==> config.mk <==
export PLATFORM = sky130hd
export DESIGN_NAME = serial_addsub_ctrl_flat
export DESIGN_NICKNAME = d
export VERILOG_FILES = /design/src/rtl/serial_addsub_ctrl_if.sv /design/src/rtl/serial_addsub_ctrl.sv /design/src/flat_wrapper.sv
export SDC_FILE = /design/constraint.sdc
export NUM_CORES = 1
export LEC_CHECK = 0
export CORE_MARGIN = 2
export CORE_UTILIZATION = 50
export CTS_CLUSTER_SIZE = 16
export DETAILED_ROUTE_END_ITERATION = 12
export GPL_TIMING_DRIVEN = 0
export PLACE_DENSITY_LB_ADDON = 0.05
export SLEW_MARGIN = 20
export SYNTH_ARGS = -nofsm -noshare
export SYNTH_HDL_FRONTEND = slang
export SYNTH_SLANG_ARGS = --single-unit
==> constraint.sdc <==
create_clock -name clk -period 1.5 [get_ports clk]
set_input_delay 0.3 -clock clk [delete_from_list [all_inputs] [get_ports clk]]
set_output_delay 0.3 -clock clk [all_outputs]
set_load 0.01 [all_outputs]
==> src/rtl/serial_addsub_ctrl_if.sv <==
// Handshake bundle for the bit-serial add/subtract sequencer: an operand
// channel in, a result channel out, plus the busy status flag.
interface serial_addsub_ctrl_if #(
  parameter int WIDTH = 8
);
  logic             in_valid;
  logic             in_ready;
  logic             op_sub;
  logic [WIDTH-1:0] a;
  logic [WIDTH-1:0] b;
  logic             out_valid;
  logic             out_ready;
  logic [WIDTH-1:0] result;
  logic             carry_out;
  logic             overflow;
  logic             busy;

  modport master (
    output in_valid, op_sub, a, b, out_ready,
    input  in_ready, out_valid, result, carry_out, overflow, busy
  );

  modport slave (
    input  in_valid, op_sub, a, b, out_ready,
    output in_ready, out_valid, result, carry_out, overflow, busy
  );
endinterface

==> src/rtl/serial_addsub_ctrl.sv <==
// Bit-serial add/subtract sequencer: one full-adder bit per clock, LSB first,
// with valid/ready handshakes on the operand and result channels.
module serial_addsub_ctrl #(
  parameter int WIDTH = 8
) (
  input logic            clk,
  input logic            reset,
  serial_addsub_ctrl_if.slave bus
);

  localparam int CNT_W = $clog2(WIDTH + 1);

  typedef enum logic [1:0] {
    IDLE  = 2'b00,
    SHIFT = 2'b01,
    DONE  = 2'b10
  } state_t;

  state_t           r_state;
  logic [CNT_W-1:0] r_count;
  logic [WIDTH-1:0] r_aShift;
  logic [WIDTH-1:0] r_bShift;
  logic [WIDTH-1:0] r_result;
  logic             r_carry;
  logic             r_carryOut;
  logic             r_overflow;
  logic             r_inReady;
  logic             r_outValid;
  logic             r_busy;

  logic             w_sum;
  logic             w_carryNext;
  logic             w_lastBit;

  assign w_sum       = r_aShift[0] ^ r_bShift[0] ^ r_carry;
  assign w_carryNext = (r_aShift[0] & r_bShift[0]) |
                       (r_aShift[0] & r_carry)     |
                       (r_bShift[0] & r_carry);
  assign w_lastBit   = (r_count == CNT_W'(WIDTH - 1));

  // Subtraction is A + ~B + 1: B is inverted at capture and the +1 enters as the initial carry.
  always_ff @(posedge clk or negedge reset) begin
    if (!reset) begin
      r_state    <= IDLE;
      r_count    <= '0;
      r_aShift   <= '0;
      r_bShift   <= '0;
      r_result   <= '0;
      r_carry    <= 1'b0;
      r_carryOut <= 1'b0;
      r_overflow <= 1'b0;
      r_inReady  <= 1'b1;
      r_outValid <= 1'b0;
      r_busy     <= 1'b0;
    end else begin
      case (r_state)
        IDLE: begin
          if (bus.in_valid) begin
            r_aShift   <= bus.a;
            r_bShift   <= bus.op_sub ? ~bus.b : bus.b;
            r_carry    <= bus.op_sub;
            r_count    <= '0;
            r_result   <= '0;
            r_carryOut <= 1'b0;
            r_overflow <= 1'b0;
            r_inReady  <= 1'b0;
            r_busy     <= 1'b1;
            r_state    <= SHIFT;
          end
        end

        SHIFT: begin
          r_carry  <= w_carryNext;
          r_aShift <= r_aShift >> 1;
          r_bShift <= r_bShift >> 1;
          r_result <= {w_sum, r_result[WIDTH-1:1]};
          r_count  <= r_count + CNT_W'(1);
          // On the MSB, r_carry is the carry into the MSB and w_carryNext the carry out.
          if (w_lastBit) begin
            r_carryOut <= w_carryNext;
            r_overflow <= r_carry ^ w_carryNext;
            r_outValid <= 1'b1;
            r_state    <= DONE;
          end
        end

        DONE: begin
          if (bus.out_ready) begin
            r_outValid <= 1'b0;
            r_inReady  <= 1'b1;
            r_busy     <= 1'b0;
            r_state    <= IDLE;
          end
        end

        default: begin
          r_outValid <= 1'b0;
          r_inReady  <= 1'b1;
          r_busy     <= 1'b0;
          r_state    <= IDLE;
        end
      endcase
    end
  end

  assign bus.in_ready  = r_inReady;
  assign bus.out_valid = r_outValid;
  assign bus.result    = r_result;
  assign bus.carry_out = r_carryOut;
  assign bus.overflow  = r_overflow;
  assign bus.busy      = r_busy;

endmodule

==> src/flat_wrapper.sv <==
// flat-port wrapper written by rule: the top's interface ports become plain ports
module serial_addsub_ctrl_flat 
#(
  parameter int WIDTH = 8
)
  (clk, reset, bus_in_valid, bus_op_sub, bus_a, bus_b, bus_out_ready, bus_in_ready, bus_out_valid, bus_result, bus_carry_out, bus_overflow, bus_busy);
  serial_addsub_ctrl_if #(.WIDTH(WIDTH)) bus_i ();
  input logic clk;
  input logic reset;
  input wire logic [$bits(bus_i.in_valid)-1:0] bus_in_valid;
  input wire logic [$bits(bus_i.op_sub)-1:0] bus_op_sub;
  input wire logic [$bits(bus_i.a)-1:0] bus_a;
  input wire logic [$bits(bus_i.b)-1:0] bus_b;
  input wire logic [$bits(bus_i.out_ready)-1:0] bus_out_ready;
  output wire logic [$bits(bus_i.in_ready)-1:0] bus_in_ready;
  output wire logic [$bits(bus_i.out_valid)-1:0] bus_out_valid;
  output wire logic [$bits(bus_i.result)-1:0] bus_result;
  output wire logic [$bits(bus_i.carry_out)-1:0] bus_carry_out;
  output wire logic [$bits(bus_i.overflow)-1:0] bus_overflow;
  output wire logic [$bits(bus_i.busy)-1:0] bus_busy;
  assign bus_i.in_valid = bus_in_valid;
  assign bus_i.op_sub = bus_op_sub;
  assign bus_i.a = bus_a;
  assign bus_i.b = bus_b;
  assign bus_i.out_ready = bus_out_ready;
  assign bus_in_ready = bus_i.in_ready;
  assign bus_out_valid = bus_i.out_valid;
  assign bus_result = bus_i.result;
  assign bus_carry_out = bus_i.carry_out;
  assign bus_overflow = bus_i.overflow;
  assign bus_busy = bus_i.busy;
  serial_addsub_ctrl #(.WIDTH(WIDTH)) u_core (.clk(clk), .reset(reset), .bus(bus_i));
endmodule
==> flow_metrics.py <==
metrics = {
    "logic_synthesis": {
        "async_flop_share": 1.00,
        "synth_cells": 152,
        "yosys_register_bits": 36,
        "synth_top_family_by_area": "compound AO/OA/AOI/OAI gates",
        "synthMuxAreaShare": 0.0182,
        "synth-simple-area-share": 0.112,
        "synth_compound_area_frac": 0.213,
        "avgSynthCellArea_sq_um": 10.9,
        "synth_flop_cell": "dfrtp_1",
        "synth_area_leaders": "dfrtp_1, nand2_1, a22o_1, xnor2_1, o21ai_0",
        "synth_warnings": 0,
        "ys_types": 34,
        "synth_fa_ha_area_frac": 0.0197,
        "syn_area_sq_mm": 0.00165,
        "post-synth-top-area-cell": "dfrtp_1",
        "seq_area_frac_synth": 0.547,
        "synth_top_area_frac": 0.531,
        "synth_xor_area_frac": 0.0478,
        "synth_nets": 175,
        "synth-edff-count": 0,
    },
    "critical_path": {
        "critical_path.top_delay_family": "flip-flops",
        "crit_path_top_delay_cell": "dfstp_2",
        "crit_buf_inv": 1,
        "cp_max_fo": 3,
        "startpoint_type": "flop",
        "path_class": "reg -> out",
        "worstPathArrival_ps": 1130,
        "worstSetupEndpointType": "output port",
        "cpPeakStageDelay_ps": 560,
        "cp.required_ps": 1200,
        "crit_chain": "clkdlybuf4s15_1",
    },
    "clock_network": {
        "clk_pin_slew_ps": 110,
        "cts_buffers": 5,
        "cts-root-buf": "clkbuf_4",
        "cts.sinks": 36,
        "clkLatencyLatePin_ps": 340,
        "cts_tree": "built",
        "htreeDepth": 2,
        "clk_path_buf_depth": 2,
    },
    "sta": {
        "fmaxAchievable_mhz": 700,
        "slew_violations": 0,
        "relSlewSlack": 0.669,
        "period_share": 0.953,
        "hold_viol": 0,
        "fin_crit_ps": 1430,
        "hold_ws_ps": 396,
        "worst_slew_pin_slew_ps": 496,
        "finalClockSkew_ps": 10.7,
        "tns_ps": 0,
        "rsz0062_at_grt": "false",
        "setup_viol": 0,
    },
    "outcome": {
        "status": "finished clean",
    },
    "drt": {
        "wl_per_cell_microns": 15.3,
        "drt_iter0_drc": 90,
        "ant_nets": 0,
        "firstDrtPassIters": 5,
        "vias": 1319,
        "wirelength_mm": 3.67,
        "via_per_inst": 5.52,
        "drc_errors": 0,
    },
    "finish": {
        "mostFrequentLayoutCells": "dfrtp_1, nand2_1, clkdlybuf4s50_1",
        "multi_input_area_sq_um": 689,
        "n_antenna_cell": 0,
        "syn2layout_area_growth_pct": 30.9,
        "layout-drive-gt1-share": 0.149,
        "postLayoutCoreUtil": 0.696,
        "register_area_sq_um": 903,
        "final_common_cell": "dfrtp_1",
        "fillers": 263,
        "finalNetCount": 217,
        "fin_cells": 239,
    },
    "floorplanning": {
        "start_util": 0.532,
        "design.die.area_sq_mm": 0.00378,
        "die_w_microns": 61.5,
        "rows": 20,
        "ioPinCount": 34,
        "die_y_microns": 61.5,
        "coreArea_sq_mm": 0.00310,
    },
    "pwr": {
        "power_leakage_uw": 0.000998,
        "p_per_area_mw_per_mm2": 1780,
        "irDropWorstVdd_uv": 1010,
        "power_uw": 3850,
    },
    "placement": {
        "io_buffers": 32,
        "dp_cells": 229,
        "hpwl_mm": 2.63,
        "gp_congestion": 0.760,
    },
    "global_route": {
        "grtUsageMet1": 0.288,
        "grt_max_degree": 23,
        "use_met2": 0.384,
        "first_global_vias": 1306,
        "grt_antenna_before_repair": 0,
        "grt_usage": 0.229,
        "grt_pass1_wl_mm": 6.09,
        "grt_busiest_layer": "met2",
        "grt-ovfl-total": 0,
        "grt_util_met3": 0.0693,
    },
    "min_path": {
        "hold_class": "in -> async",
    },
    "run": {
        "cap_viol_max_count": 0,
    },
}
==> sequential cells by signal, indices dropped and copies added (netlist names) <==
signal,cells
u_core.bus.busy,1
u_core.bus.carry_out,1
u_core.bus.in_ready,1
u_core.bus.out_valid,1
u_core.bus.overflow,1
u_core.bus.result,8
u_core.r_aShift,8
u_core.r_bShift,8
u_core.r_carry,1
u_core.r_count,4
u_core.r_state,2
==> layer usage <==
metal	vias to the layer above	share of wire	wire, microns
li1	626	-	-
met1	654	0.43	1580
met2	35	0.51	1880
met3	4	0.045	166
met4	0	0.011	39
met5	-	0	0
==> what timing repair did <==
| item | in CTS | in global routing |
|---|---|---|
| buffers inserted | 2 | 0 |
| endpoints found under the hold margin | 14 | 0 |
| resized for setup | 14 | 7 |
| hold buffers | 1 | 0 |
| setup endpoints to repair | 14 | 19 |
==> cell type report <==
cell class	count	area share
inverters	4	0.00695
clock buffers	7	0.0301
clock inverters	1	0.0139
repair buffers	36	0.163
flip-flops and latches	36	0.418
plain buffers	9	0.0237
well taps	44	0.0255
multi-input cells	102	0.319
==> metrics by stage <==
step           setup WS [ps]  area [sq um]
6_report                71.1          2160
2_1_floorplan            204          1650
3_3_place_gp            -626          2030
4_1_cts                 27.4          2150
3_5_place_dp            -371          2050
5_1_grt                 9.59          2160
==> final timing paths <==
check / from / end / cells after the start / slack (ps)
min in group clk: bus_op_sub / u_core.r_carry / 3 / 460
worst min register to register: u_core.bus.out_valid / u_core.bus.out_valid / 1 / 490
max in group asynchronous: reset / u_core.bus.in_ready / 3 / 580
worst min-delay path: reset / u_core.r_count[2] / 2 / 400
worst max-delay path: u_core.bus.in_ready / bus_in_ready / 1 / 70
worst max register to register: u_core.r_state[0] / u_core.r_state[0] / 4 / 130
==> cell families after synthesis <==
family	count (synthesis)
compound gates	47
mux	3
xor+xnor	9
flops	36
simple gates	41
buf+inv	14
fa+ha+maj	2
==> power by group <==
part / leakage [uW] / internal, uW / switching, uW
Combinational: 0.000485 / 713 / 736
Sequential: 0.000461 / 1360 / 280
Clock: 0.0000515 / 443 / 325
Total: 0.000998 / 2510 / 1340
==> synth_stat cells, drive strengths merged (2+ instances only) <==
cell type   n
dfrtp      35
nand2      26
o21ai      14
a22o        9
xnor2       9
a22oi       8
buf         8
o221ai      6
inv         4
nor2        4
a21oi       3
mux2i       3
nor2b       3
a21o        2
and2b       2
clkbuf      2
Power figures use the tool's default switching activity.
